===== src/rtl/rv32v_completion_tracker.sv =====
`default_nettype none
// ============================================================================
// Module   : rv32v_completion_tracker
// Purpose  : Counts completed elements of the active RV32V op and flags
//            completion (next_v_done / v_done) and op-in-flight (v_busy).
//            Optional macro RV32V_EXC_ELEMENT_EN adds element-exception capture.
// Revision : 1.0 - initial release
// ============================================================================
module rv32v_completion_tracker #(
    parameter  int NUM_LANES = 2,
    parameter  int VLMAX     = 32,
    localparam int VL_W      = $clog2(VLMAX + 1)
) (
    input  logic                      CLK,
    input  logic                      RST,
    input  logic                      flush,
    input  logic                      start,
    input  logic [VL_W-1:0]           vl,
    input  logic [NUM_LANES-1:0]      wb_valid,
`ifdef RV32V_EXC_ELEMENT_EN
    input  logic [NUM_LANES-1:0]      exc_valid,
    input  logic [NUM_LANES*VL_W-1:0] exc_idx,
`endif
    output logic                      v_busy,
    output logic                      next_v_done,
    output logic                      v_done,
    output logic [VL_W-1:0]           elem_count,
    output logic                      exception_v,
    output logic [VL_W-1:0]           exc_elem
);

    localparam logic [1:0]      c_ST_IDLE   = 2'd0;
    localparam logic [1:0]      c_ST_ACTIVE = 2'd1;
    localparam logic [1:0]      c_ST_DONE   = 2'd2;
    localparam logic [VL_W-1:0] c_VLMAX     = VL_W'(VLMAX);

    logic [1:0]      r_state;
    logic [1:0]      w_state_nxt;
    logic [VL_W-1:0] r_vl_q;
    logic [VL_W-1:0] r_count;
    logic            r_v_done;
    logic [VL_W:0]   w_inc;
    logic [VL_W:0]   w_sum;
    logic [VL_W-1:0] w_sum_sat;
    logic [VL_W-1:0] w_vl_clamp;
    logic            w_start_ok;
    logic            w_count_hit;
    logic            w_exc_hit;

    always_comb begin
        w_inc = '0;
        for (int i = 0; i < NUM_LANES; i++) begin
            w_inc = w_inc + {{VL_W{1'b0}}, wb_valid[i]};
        end
    end

    assign w_sum       = {1'b0, r_count} + w_inc;
    assign w_count_hit = (w_sum >= {1'b0, r_vl_q});
    assign w_sum_sat   = w_count_hit ? r_vl_q : w_sum[VL_W-1:0];
    assign w_vl_clamp  = (vl > c_VLMAX) ? c_VLMAX : vl;
    // A start while ACTIVE is ignored, and flush drops a coincident start.
    assign w_start_ok  = start & ~flush & (r_state != c_ST_ACTIVE);

    // State register
    always_ff @(posedge CLK) begin
        if (RST) begin
            r_state <= c_ST_IDLE;
        end else begin
            r_state <= w_state_nxt;
        end
    end

    // Next-state logic
    always_comb begin
        w_state_nxt = r_state;
        if (flush) begin
            w_state_nxt = c_ST_IDLE;
        end else begin
            case (r_state)
                c_ST_ACTIVE: begin
                    if (w_count_hit || w_exc_hit) begin
                        w_state_nxt = c_ST_DONE;
                    end
                end
                c_ST_IDLE, c_ST_DONE: begin
                    if (start) begin
                        w_state_nxt = (vl != '0) ? c_ST_ACTIVE : c_ST_DONE;
                    end else begin
                        w_state_nxt = c_ST_IDLE;
                    end
                end
                default: w_state_nxt = c_ST_IDLE;
            endcase
        end
    end

    // Outputs: entering DONE is exactly a completion event.
    always_comb begin
        next_v_done = ~RST & (w_state_nxt == c_ST_DONE);
        v_busy      = (r_state == c_ST_ACTIVE);
        v_done      = r_v_done;
        elem_count  = r_count;
    end

    always_ff @(posedge CLK) begin
        if (RST) begin
            r_vl_q   <= '0;
            r_count  <= '0;
            r_v_done <= 1'b0;
        end else begin
            r_v_done <= next_v_done;
            if (flush || w_start_ok) begin
                r_count <= '0;
            end else if (r_state == c_ST_ACTIVE) begin
                r_count <= w_sum_sat;
            end
            if (w_start_ok) begin
                r_vl_q <= w_vl_clamp;
            end
        end
    end

`ifdef RV32V_EXC_ELEMENT_EN
    logic            r_exc_v;
    logic [VL_W-1:0] r_exc_elem;
    logic [VL_W-1:0] w_exc_min;

    always_comb begin
        w_exc_min = '1;
        for (int i = 0; i < NUM_LANES; i++) begin
            if (exc_valid[i] && (exc_idx[i*VL_W +: VL_W] < w_exc_min)) begin
                w_exc_min = exc_idx[i*VL_W +: VL_W];
            end
        end
    end

    assign w_exc_hit = (r_state == c_ST_ACTIVE) & (|exc_valid);

    // Only the first exception cycle of an op is captured.
    always_ff @(posedge CLK) begin
        if (RST || flush || w_start_ok) begin
            r_exc_v    <= 1'b0;
            r_exc_elem <= '0;
        end else if (w_exc_hit && !r_exc_v) begin
            r_exc_v    <= 1'b1;
            r_exc_elem <= w_exc_min;
        end
    end

    assign exception_v = r_exc_v;
    assign exc_elem    = r_exc_elem;
`else
    assign w_exc_hit   = 1'b0;
    assign exception_v = 1'b0;
    assign exc_elem    = '0;
`endif

endmodule
`default_nettype wire

===== config.mk =====
export PLATFORM = sky130hd
export DESIGN_NAME = rv32v_completion_tracker
export DESIGN_NICKNAME = d
export VERILOG_FILES = /design/src/rtl/rv32v_completion_tracker.sv
export SDC_FILE = /design/constraint.sdc
export NUM_CORES = 1
export LEC_CHECK = 0
export CORE_MARGIN = 2
export CORE_UTILIZATION = 48
export CTS_CLUSTER_DIAMETER = 120
export DETAILED_ROUTE_END_ITERATION = 16
export DONT_BUFFER_PORTS = 1
export GPL_TIMING_DRIVEN = 1
export PLACE_DENSITY_LB_ADDON = 0.25
export SYNTH_ARGS = -nofsm -noshare
export SYNTH_HDL_FRONTEND = slang
export SYNTH_SLANG_ARGS = --single-unit

===== constraint.sdc =====
create_clock -name CLK -period 2.8 [get_ports CLK]
set_input_delay 0.14 -clock CLK [delete_from_list [all_inputs] [get_ports CLK]]
set_output_delay 0.14 -clock CLK [all_outputs]
set_load 0.01 [all_outputs]

==> metrics.md <==
| Metric | Value |
|---|---|
| Min cycle time layout | `2640 ps` |
| Final Hold Viols | `0` |
| Clock network power share | `30.6%` |
| Hold/Removal Path Class | `in2reg` |
| Worst-Margin Slew | `683 ps` |
| Hold slack | `6.70 ps` |
| Clock buffer count from CTS | `3` |
| DRC Markers | `0` |
| Seq pwr share | `51.2%` |
| Ys flop type | `dfxtp_1` |
| DP HPWL | `1600 µm` |
| Critical Path Start Type | `flop` |
| Combinational power share | `18.1%` |
| Post-Syn Area per Cell | `8.59 µm²` |
| ANT cells | `0` |
| RePlAce Congestion | `0.840` |
| Port bufs | `0` |
| Final setup margin | `162 ps` |
| TNS Setup | `0 ps` |
| Initial antenna violation count | `0` |
| Total gr overflow | `0` |
| Row Count | `16` |
| Max-slew violation count | `0` |
| FF+latch count, synth | `15` |
| Worst Setup Path Type | `reg2out` |
| Layout area overhead | `13.0%` |
| Core area | `2000 µm²` |
| F_max | `379 MHz` |
| Routed WL per cell | `14.1 µm` |
| Post-DRT Antenna Nets | `0` |
| Clock H-tree levels | `1` |
| Starting Density | `52.4%` |
| Number of DRC markers in iteration 0 | `23` |
| Yosys warns | `0` |
| Via/cell ratio | `5.53` |
| Seq/Total Area, Yosys | `28.6%` |
| Net Sw Power | `0.126 mW` |
| Vias in the first global route | `870` |
| First-pass GRT wire length | `3780 µm` |
| Maxcap violations | `0` |
| Synthesized instance count | `122` |
| CTS tree | `built` |
| Synthesized cell area | `1050 µm²` |
| Total die area | `2570 µm²` |
| Layout cells sized above 1 | `22.1%` |
| Leakage | `0.461 nW` |
| Worst EP arrival | `2500 ps` |
| Status | `finished clean` |
| Nets | `152` |
| Clock sinks | `15` |
| EDFF count, synth | `0` |
| Clock tree root buffer cell | `clkbuf_4` |
| Hold path depth | `2` |
| Switching Share | `29.2%` |
| Non-Filler Instances | `158` |
| Total GRT Usage | `19.5%` |
| Required @ worst endpoint | `2660 ps` |
| Worst-path maximum fanout | `4` |
| Rel. slew slack | `54.1%` |
| Post-route cell area | `1180 µm²` |
| Peak VDD IR | `0.000208 V` |
| Asr flop ratio synth | `0%` |
| Via count | `873` |
| Clock transition at the registers of the reported paths | `100 ps` |
| Setup WS pre-CTS | `141 ps` |
| Post-place instance area | `1030 µm²` |
| Clk_lat worst skew | `300 ps` |
| R2R Setup Slk | `290 ps` |
| Die H | `50.7 µm` |
| Setup violators final | `0` |
| Deepest clock path buffer count | `2` |
| Tcrit/Tclk final | `94.2%` |
| First-pass DRT Iterations | `4` |
| Distinct cells, synth | `37` |
| Largest net degree at the start of global routing | `14` |
| Num ports | `28` |
| RSZ-0062 raised after global routing | `no` |
| Worst Reg-to-Reg Cells | `11` |
| Die width | `50.7 µm` |
| Clock skew | `7.14 ps` |
| Internal power | `0.305 mW` |
| CP Capture Type | `output port` |
| # placed instances | `144` |
| Routed wire length | `2220 µm` |
| Cell Pwr Density | `364 nW/µm²` |
worst paths after layout:
path,to,start
worst max-delay path,next_v_done,elem_count[0]
worst min-delay path,r_vl_q[2],vl[2]
worst max register to register,elem_count[4],elem_count[0]
worst min register to register,r_vl_q[2],r_vl_q[2]
synthesized netlist by cell type, drive strengths merged, types with 3 or more instances:
library cell,instances,area share (%)
buf,12,8.0
inv,8,2.9
a21oi,8,3.8
nand4,6,3.6
nand2,21,7.5
o211ai,5,6.0
dfxtp,15,29
o21a,3,2.1
nand3,4,1.9
ha,7,8.4
xnor2,3,2.5
nand3b,5,3.6
cell usage in the layout (no fill, tap or decap), types with 4 or more instances in the layout:
master	instances
nand4_1	6
a21oi_1	7
inv_1	8
dlygate4sd3_1	6
buf_4	6
nand3b_1	5
nand3_1	4
ha_1	6
conb_1	7
nand2_1	21
o211ai_2	5
dfxtp_1	14
logic make-up (layout without fill, tap and decap cells):
group / count (synthesis) / in the layout / share of synthesized area, %
fa+ha+maj: 8 / 8 / 10.3
buf+inv: 21 / 24 / 11.2
flops: 15 / 15 / 28.6
simple gates: 51 / 51 / 27.8
other cells: 1 / 7 / 0.358
xor+xnor: 4 / 4 / 3.34
compound gates: 22 / 22 / 18.4
through the flow:
step	utilization [%]	power (mW)
final	59.2	0.431
after global routing	59.2	0.453
after CTS	56.4	0.430
after detailed placement	51.6	0.287
after global placement	51.6	0.285
after floorplan	-	0.290
state kept, by name, summed over array words and instances, names as in the netlist:
signal / flops
r_state: 2
r_vl_q: 6
elem_count: 6
v_done: 1
worst max-delay path, stage by stage, from the launching register on:
cell and delay (ps):
dfxtp_2 360, fa_2 350, ha_1 240, nand3_1 130
xnor2_1 160, ha_1 280, nand3_1 90, nand2_1 90
a41oi_4 200, a21boi_2 90, o21a_1 220
power groups by stage:
stage / registers [mW] / clock network (mW) / logic, mW
after floorplan: 0.225 / 0 / 0.0651
after global placement: 0.226 / 0 / 0.0586
after detailed placement: 0.226 / 0 / 0.0610
after CTS: 0.221 / 0.136 / 0.0727
after global routing: 0.222 / 0.143 / 0.0874
final: 0.221 / 0.132 / 0.0782
final cells by class:
cell class	count	area [µm²]
Clock buffer	3	22.5
Clock inverter	1	5.00
Fill cell	198	817
Inverter	8	30.0
Multi-Input combinational cell	92	687
Sequential cell	15	302
Tap cell	27	33.8
Timing Repair Buffer	12	105
metal layers:
metal  share of wire (%)  up-vias  global-route usage [%]
met3                 5.9        2                    4.76
met5                   0        -                       0
met1                  42      408                    22.6
li1                    -      432                       -
met4                0.54        0                    5.41
met2                  52       31                    35.3
what timing repair did:
item,4_1_cts,5_1_grt
gates resized for setup,1,6
setup endpoints to repair,1,1
pin swaps,2,3
hold buffers,5,1
hold endpoints to repair,7,1
cloned,0,0
buffers inserted,2,2
Power figures use the tool's default switching activity.
